===== config.mk =====
export PLATFORM = sky130hd
export DESIGN_NAME = seven_seg_scan_driver
export DESIGN_NICKNAME = d
export VERILOG_FILES = /design/src/rtl/seven_seg_pkg.sv /design/src/rtl/seg7_hex_lut.sv /design/src/rtl/seven_seg_scan_driver.sv
export SDC_FILE = /design/constraint.sdc
export NUM_CORES = 1
export LEC_CHECK = 0
export CORE_UTILIZATION = 35
export CTS_CLUSTER_DIAMETER = 200
export CTS_CLUSTER_SIZE = 20
export DETAILED_ROUTE_END_ITERATION = 12
export PLACE_DENSITY_LB_ADDON = 0.1
export SYNTH_ARGS = -nofsm -noshare
export SYNTH_HDL_FRONTEND = slang
export SYNTH_SLANG_ARGS = --single-unit

===== constraint.sdc =====
create_clock -name clk -period 2.08 [get_ports clk]
set_input_delay 0.208 -clock clk [delete_from_list [all_inputs] [get_ports clk]]
set_output_delay 0.208 -clock clk [all_outputs]
set_load 0.05 [all_outputs]

===== src/rtl/seven_seg_pkg.sv =====
// Shared constants and the hex-to-segment helper for the 7-segment scan driver.
// All patterns are stored in active-low form, {g,f,e,d,c,b,a} with bit0 = a.
package seven_seg_pkg;

  // All segments dark (active-low form).
  localparam logic [6:0] SEG_BLANK = 7'h7F;

  // Hex glyphs; entry 15 first so that SEG_HEX[n] is the glyph for nibble n.
  localparam logic [15:0][6:0] SEG_HEX = {
    7'h0E, 7'h06, 7'h21, 7'h46, 7'h03, 7'h08, 7'h18, 7'h00,
    7'h78, 7'h02, 7'h12, 7'h19, 7'h30, 7'h24, 7'h79, 7'h40
  };

  function automatic logic [6:0] hex_to_seg(input logic [3:0] nib);
    return SEG_HEX[nib];
  endfunction

endpackage


===== src/rtl/seg7_hex_lut.sv =====
// Combinational nibble -> active-low segment pattern.
module seg7_hex_lut
  import seven_seg_pkg::*;
(
  input  logic [3:0] nib_i,
  output logic [6:0] seg_o
);

  assign seg_o = hex_to_seg(nib_i);

endmodule


===== src/rtl/seven_seg_scan_driver.sv =====
// Time-multiplexed N-digit 7-segment driver. One digit per refresh slot, the
// displayed word only changes at frame boundaries, and every slot ends with a
// dead cycle so the anode switch never overlaps the segment change.
module seven_seg_scan_driver
  import seven_seg_pkg::*;
#(
  parameter int NUM_DIGITS     = 4,
  parameter int REFRESH_DIV    = 50000,
  parameter int SEG_ACTIVE_LOW = 1,
  parameter int AN_ACTIVE_LOW  = 1
) (
  input  logic                    clk,
  input  logic                    rst,
  input  logic [4*NUM_DIGITS-1:0] value,
  input  logic [NUM_DIGITS-1:0]   dp_in,
  input  logic [NUM_DIGITS-1:0]   digit_en,
  input  logic                    blank_lz,
  input  logic                    load,
  output logic [6:0]              seg,
  output logic                    dp,
  output logic [NUM_DIGITS-1:0]   an,
  output logic                    frame_done
);

  localparam int IDX_W = (NUM_DIGITS > 1) ? $clog2(NUM_DIGITS) : 1;
  localparam int PRE_W = $clog2(REFRESH_DIV);
  localparam logic [IDX_W-1:0]      IDX_LAST = IDX_W'(NUM_DIGITS - 1);
  localparam logic [PRE_W-1:0]      PRE_LAST = PRE_W'(REFRESH_DIV - 1);
  localparam logic [NUM_DIGITS-1:0] AN_OFF   = (AN_ACTIVE_LOW != 0) ? '1 : '0;
  localparam logic [6:0]            SEG_OFF  = (SEG_ACTIVE_LOW != 0) ? SEG_BLANK : ~SEG_BLANK;
  localparam logic                  DP_OFF   = (SEG_ACTIVE_LOW != 0) ? 1'b1 : 1'b0;

  logic [PRE_W-1:0]        pre_cnt_q, pre_cnt_d;
  logic [IDX_W-1:0]        idx_q, idx_d;
  logic [4*NUM_DIGITS-1:0] pend_val_q, pend_val_d;
  logic [NUM_DIGITS-1:0]   pend_dp_q, pend_dp_d;
  logic                    pend_vld_q, pend_vld_d;
  logic [4*NUM_DIGITS-1:0] shown_val_q, shown_val_d;
  logic [NUM_DIGITS-1:0]   shown_dp_q, shown_dp_d;
  logic [6:0]              seg_q, seg_d;
  logic                    dp_q, dp_d;
  logic [NUM_DIGITS-1:0]   an_q, an_d;
  logic                    frame_done_q, frame_done_d;

  logic                    tc_s, wrap_s;
  logic [NUM_DIGITS-1:0]   lz_mask_s;
  logic                    zero_run_s;
  logic [NUM_DIGITS-1:0]   an_lit_s;
  logic                    digit_on_s, digit_blank_s, dp_lit_s;
  logic [3:0]              cur_nib_s;
  logic [6:0]              lut_seg_s, seg_al_s;

  assign tc_s      = (pre_cnt_q == PRE_LAST);
  assign wrap_s    = tc_s && (idx_q == IDX_LAST);
  assign cur_nib_s = shown_val_q[4*idx_q +: 4];

  seg7_hex_lut u_lut (
    .nib_i (cur_nib_s),
    .seg_o (lut_seg_s)
  );

  // Next state: prescaler, digit index, pending capture and frame-aligned swap.
  always_comb begin
    pre_cnt_d    = pre_cnt_q;
    idx_d        = idx_q;
    pend_val_d   = pend_val_q;
    pend_dp_d    = pend_dp_q;
    pend_vld_d   = pend_vld_q;
    shown_val_d  = shown_val_q;
    shown_dp_d   = shown_dp_q;
    frame_done_d = wrap_s;

    if (tc_s) begin
      pre_cnt_d = '0;
      if (wrap_s) begin
        idx_d = '0;
      end else begin
        idx_d = idx_q + IDX_W'(1);
      end
    end else begin
      pre_cnt_d = pre_cnt_q + PRE_W'(1);
    end

    if (load) begin
      pend_val_d = value;
      pend_dp_d  = dp_in;
      pend_vld_d = 1'b1;
    end else begin
      pend_vld_d = pend_vld_q;
    end

    // A load landing on the boundary itself bypasses the pending stage.
    if (wrap_s) begin
      pend_vld_d = 1'b0;
      if (load) begin
        shown_val_d = value;
        shown_dp_d  = dp_in;
      end else if (pend_vld_q) begin
        shown_val_d = pend_val_q;
        shown_dp_d  = pend_dp_q;
      end else begin
        shown_val_d = shown_val_q;
        shown_dp_d  = shown_dp_q;
      end
    end else begin
      shown_val_d = shown_val_d;
      shown_dp_d  = shown_dp_d;
    end
  end

  // Leading-zero mask: digit i (i>0) is blank when shown nibbles i..N-1 are all zero.
  always_comb begin
    lz_mask_s  = '0;
    zero_run_s = 1'b1;
    for (int i = NUM_DIGITS - 1; i >= 1; i--) begin
      zero_run_s   = zero_run_s && (shown_val_q[4*i +: 4] == 4'h0);
      lz_mask_s[i] = blank_lz && zero_run_s;
    end
  end

  // Output decode: anode select with dead cycle at tc, glyph or blank, polarity.
  always_comb begin
    an_lit_s = '0;
    for (int i = 0; i < NUM_DIGITS; i++) begin
      an_lit_s[i] = (idx_q == IDX_W'(i)) && digit_en[i] && !tc_s;
    end
    digit_on_s    = |an_lit_s;
    digit_blank_s = !digit_on_s || lz_mask_s[idx_q];
    seg_al_s      = digit_blank_s ? SEG_BLANK : lut_seg_s;
    dp_lit_s      = !digit_blank_s && shown_dp_q[idx_q];
    an_d          = (AN_ACTIVE_LOW != 0) ? ~an_lit_s : an_lit_s;
    seg_d         = (SEG_ACTIVE_LOW != 0) ? seg_al_s : ~seg_al_s;
    dp_d          = (SEG_ACTIVE_LOW != 0) ? !dp_lit_s : dp_lit_s;
  end

  // State and output registers with synchronous reset.
  always_ff @(posedge clk) begin
    if (rst) begin
      pre_cnt_q    <= '0;
      idx_q        <= '0;
      pend_val_q   <= '0;
      pend_dp_q    <= '0;
      pend_vld_q   <= 1'b0;
      shown_val_q  <= '0;
      shown_dp_q   <= '0;
      seg_q        <= SEG_OFF;
      dp_q         <= DP_OFF;
      an_q         <= AN_OFF;
      frame_done_q <= 1'b0;
    end else begin
      pre_cnt_q    <= pre_cnt_d;
      idx_q        <= idx_d;
      pend_val_q   <= pend_val_d;
      pend_dp_q    <= pend_dp_d;
      pend_vld_q   <= pend_vld_d;
      shown_val_q  <= shown_val_d;
      shown_dp_q   <= shown_dp_d;
      seg_q        <= seg_d;
      dp_q         <= dp_d;
      an_q         <= an_d;
      frame_done_q <= frame_done_d;
    end
  end

  assign seg        = seg_q;
  assign dp         = dp_q;
  assign an         = an_q;
  assign frame_done = frame_done_q;

endmodule


* Word level (Yosys, flattened, before mapping)
Memories as Yosys holds them, arrays and structs flattened. A register that Yosys moved wholly into a read port is not among the register bits.
Index checks and enable logic that the tools add are counted.
** Cells by class
- Equality and inequality tests :: 4
- Add/subtract/negate cells :: 2
- Shift operators :: 1
- Mux-type cells :: 9
- Bitwise operators :: 1
- Reduce and logical (&&, ||, !) cells :: 30
- Magnitude comparators :: 1
** Operator list (number)
- 2-to-1 mux 16 bit :: 2
- adder 16 x 1 -> 16 bit (second input constant) :: 1
- equality test 16 bit (second input constant) :: 1
- variable part select 16 x 5 -> 4 bit :: 1
- logical AND 1 bit :: 15
- logical NOT 4 bit :: 3
- 2-to-1 mux 4 bit :: 2
- OR reduction 2 bit :: 3
- binary-select mux 1 bit (select 2 bit) :: 2
- equality test 2 bit (second input constant) :: 2
- logical NOT 1 bit :: 4
- NOT 4 bit :: 1
- OR reduction 4 bit :: 1
- < comparator 2 x 3 -> 1 bit (second input constant) :: 1
- adder 2 x 1 -> 2 bit (second input constant) :: 1
- equality test 2 x 1 -> 1 bit (second input constant) :: 1
- logical NOT 2 bit :: 1
- 2-to-1 mux 1 bit :: 2
- 2-to-1 mux 2 bit :: 1
- AND reduction 2 bit :: 1
- nonzero test 2 bit :: 1
- logical OR 1 bit :: 1
** Storage, ports and cells
- Memories :: 1
- ROM bits :: 112
- Output and inout bits :: 13
- Logic and storage cells :: 59
- Register bits :: 65
** Memory list
- (no name shown) :: words 16, bits a word 7, rd ports 1, clocked after memory_dff 1, wr ports 0, RTL line seven_seg_pkg.sv:15 : return SEG_HEX[nib];

* Longest topological paths before layout
- Depth after elaboration :: 10
- Gate-level depth with buffers :: 8
- Mapped depth without buffers :: 7

* Modules after synthesis
A second synthesis with hierarchy kept.
** Second synthesis, totals
- Cells, all modules :: 305
- Area total of the unflattened synthesis :: 3268.1 um^2
** Modules (own cells, without submodules)
- seven_seg_scan_driver :: instances 1, cells an instance 270, area an instance 3009.1 um^2
- seg7_hex_lut :: instances 1, cells an instance 35, area an instance 259.0 um^2

* Worst setup path before layout
Ideal clock, no wire load.
- Path kind :: register to register
- Start :: register idx_q[0]
- End :: register seg_q[4] (netlist: seg[4])
- Stages on the path, launching flop included :: 7
- Path buffers :: 2
- Setup time :: 0.165 ns
- Arrival time :: 1.978 ns
- Setup slack :: -0.063 ns
- Cells stage by stage :: dfxtp_1 buf_1 mux2_2 mux2i_1 clkbuf_1 mux2i_1 o221ai_1
** On the way
- Longest elaborated chain between the ends :: 7
- Elaborated cells between the ends (all ways) :: 19
** Ends and longest elaborated chain
- start: declaration :: RTL line seven_seg_scan_driver.sv:34 : logic [IDX_W-1:0] idx_q, idx_d;
- start signal: assignment :: RTL line seven_seg_scan_driver.sv:152 : idx_q <= idx_d;
- equality test 2 x 1 -> 1 bit (tied with other cells) :: RTL line seven_seg_scan_driver.sv:125 : an_lit_s[i] = (idx_q == IDX_W'(i)) && digit_en[i] && !tc_s;
- logical AND 1 bit (2 in a row) :: RTL line seven_seg_scan_driver.sv:125
- OR reduction 4 bit :: RTL line seven_seg_scan_driver.sv:127 : digit_on_s = |an_lit_s;
- logical NOT 1 bit :: RTL line seven_seg_scan_driver.sv:128 : digit_blank_s = !digit_on_s || lz_mask_s[idx_q];
- logical OR 1 bit :: RTL line seven_seg_scan_driver.sv:128
- OR reduction 2 bit (no line)
- end: declaration :: RTL line seven_seg_scan_driver.sv:40 : logic [6:0] seg_q, seg_d;
Parallel ways exist; a longest one is shown, timed or not. The select of a mux whose other input is x is not followed.
A chain may end at the register's enable or synchronous reset.

* Worst setup path after layout
- Start :: register idx_q[1]
- End :: register seg_q[3] (netlist: seg[3])
Same word-level chain as after synthesis.

==> metrics.yaml <==
place:
  dp.cells: 474
  place_ws_ns: -0.1893
  dpl-instance-area_mm2: 0.003699
  place_hpwl_um: 4321
  place_congestion: 0.7485
  io_buffers: 40
floorplan:
  fp.coreArea_mm2: 0.008382
  rows: 33
  die_area_mm2: 0.009213
  die_w_um: 95.99
  initial_core_util_pct: 36.89
  io_pins: 41
  dieHeight_um: 95.99
drt:
  drt_iter0_markers: 61
  wl_um: 6214
  vias: 2328
  first_pass_iters: 5
  drc: 0
  ant_nets: 0
  vias_per_cell: 4.732
  wl_per_cell_um: 12.63
sta:
  slew_viol_final: 0
  setup_viol: 0
  worst_pin_slew_ns: 0.5344
  period_needed_ns: 1.955
  finalClockSkew_ns: 0.009944
  grt_setup_unrepaired: "no"
  period_share_pct: 93.98
  finalWorstSetupSlack_ns: 0.1252
  finalHoldViolations: 0
  relSlewSlack_pct: 64.31
  max_freq_mhz: 511.6
yosys:
  ys.flop_type: "dfxtp_1"
  synth_cell_types: 39
  syn_area_mm2: 0.003092
  synth_fp_nets: 366
  async_reset_ff_share_pct: 0
  netlist_instances: 328
  synth_edf_count: 0
  yosysSeqAreaShare_pct: 46.62
  yosys_warnings: 0
  postSynthAreaPerCell_um2: 9.426
  synth_seq_cells: 72
grt:
  grt_use_total_pct: 14.99
  grt_antenna_before_repair: 0
  overflow: 0
  grt_max_degree: 46
  grt_pass1_vias: 2284
  grt_pass1_wl_um: 10690
power:
  switchingPower_uw: 614.7
  powerDensity_mw_per_mm2: 731.2
  internal_power_uw: 2302
  total_leakage_power_uw: 0.001609
  power_frac_comb_pct: 6.5
  clkPwrFrac_pct: 44.7
  pwr-share-seq_pct: 48.9
  swShare_pct: 21.08
  irDropWorstVdd_mv: 0.3090
  total_power_uw: 2917
outcome:
  status: "finished clean"
clock_tree:
  clkTransAtPathRegs_ns: 0.08
  clock_latency_ns: 0.34
  clk_path_buf_depth: 2
  cts_sinks: 72
  cts_tree: "done"
  numCtsBuffers: 9
  holdBufCountCts: 0
  h-tree-depth: 3
  cts_root_buf: "clkbuf_8"
finish:
  layout_commonest_cell: "dfxtp_1"
  n_antenna_cell: 0
  nFillCells: 826
  syn_to_final_growth_pct: 29.02
  drive_above_1_share_pct: 14.47
  stdcell_count: 492
  final_cell_area_mm2: 0.003989
  fin_nets: 420
  final_cell_mix: "70 x dfxtp_1, 50 x nor2_1, 40 x clkdlybuf4s50_1"
critical_path:
  crit_path_start_kind: "flip-flop"
  cp.required_ns: 2.29
  worstPathMaxFanout: 6
  cp-end-kind: "flip-flop"
  path_class: "flip-flop to flip-flop"
  crit_arrival_ns: 2.17
flow_run:
  maxCapViolations: 0
hold_path:
  worstHoldPathType: "primary input to flip-flop"
-- worst paths after layout --
path,startpoint,to,slack (ns),cells after the start
setup reg to reg,idx_q[1],seg[3],0.13,6
hold / removal,digit_en[0],an[0],0.41,2
setup / recovery,idx_q[1],seg[3],0.13,6
hold reg to reg,shown_dp_q[0],shown_dp_q[0],0.46,2
-- state kept, by name (all words and copies together), names as in the netlist, 2 cells and up --
signal and flops:
seg 7, an 4, pend_val_q 16, pend_dp_q 4
shown_val_q 16, shown_dp_q 4, pre_cnt_q 16, idx_q 2
-- power groups by stage --
stage	Combinational, µW	Sequential (µW)	Clock, µW
after global routing	209	1430	1390
after floorplan	77.3	1480	0
after detailed placement	190	1460	0
after CTS	191	1430	1350
after global placement	191	1460	0
final	189	1420	1300
-- final cells by class --
cell class	instances	area, µm²	area share (%)
multi-input cells	235	1587	39.77
flip-flops and latches	72	1444	36.20
repair buffers	59	573.1	14.37
well taps	105	131.4	3.294
clock buffers	10	127.6	3.199
clock inverters	6	107.6	2.698
inverters	5	18.77	0.4705
-- Yosys cell counts, types with 2 or more instances --
cell	number	area share [%]
or2_0	20	4.0
nand2_1	31	3.8
nor2_1	50	6.1
nand3_1	12	1.9
dfxtp_1	72	47
o21ai_0	2	0.32
a21oi_1	24	3.9
nor4_1	2	0.40
clkbuf_1	7	0.85
buf_1	5	0.61
o221ai_1	4	1.1
buf_2	2	0.32
nand4_1	3	0.61
inv_1	4	0.49
xor2_1	7	2.0
clkbuf_2	2	0.32
and3_1	5	1.0
mux2i_1	28	9.1
nand2b_1	2	0.40
xnor2_1	8	2.3
mux4_2	3	2.2
mux2_2	6	2.2
a22oi_1	2	0.49
ha_1	10	4.0
a211oi_1	3	0.73
-- logic make-up (layout without fill, tap and decap cells) --
kind of cell    after synthesis  count (layout)  synth area share, %
fa+ha+maj                    10              10                4.047
simple gates                135             135                21.53
mux                          37              37                13.44
buf+inv                      21              80                2.711
xor+xnor                     15              15                4.249
compound gates               38              38                7.406
flops                        72              72                46.62
-- repair_timing --
item	CTS	global route
pin swaps	0	2
setup buffers	0	1
gates cloned	0	1
gates resized for setup	1	7
setup endpoints to repair	7	25
-- critical path, cell delays in order, from the launching register on --
cell	delay, ns
dfxtp_2	0.37
mux4_2	0.57
inv_2	0.10
ha_2	0.30
mux2_2	0.27
o22ai_1	0.16
nand2_1	0.06
-- through the flow --
step	utilization [%]	hold WS, ns	TNS [ns]
5_1_grt	47.59	0.4255	0
3_5_place_dp	44.13	0.4490	-0.8783
3_3_place_gp	44.13	0.4461	-0.02962
4_1_cts	46.99	0.4004	0
6_report	47.59	0.4141	0
2_1_floorplan	-	0.2922	0
-- routing by layer --
layer,track usage [%],wire (µm)
met2,22.81,2623
met1,20.70,3254
met4,6.343,113
met3,2.765,222
met5,0,0
Note: power is estimated with default switching activity, not from simulation.
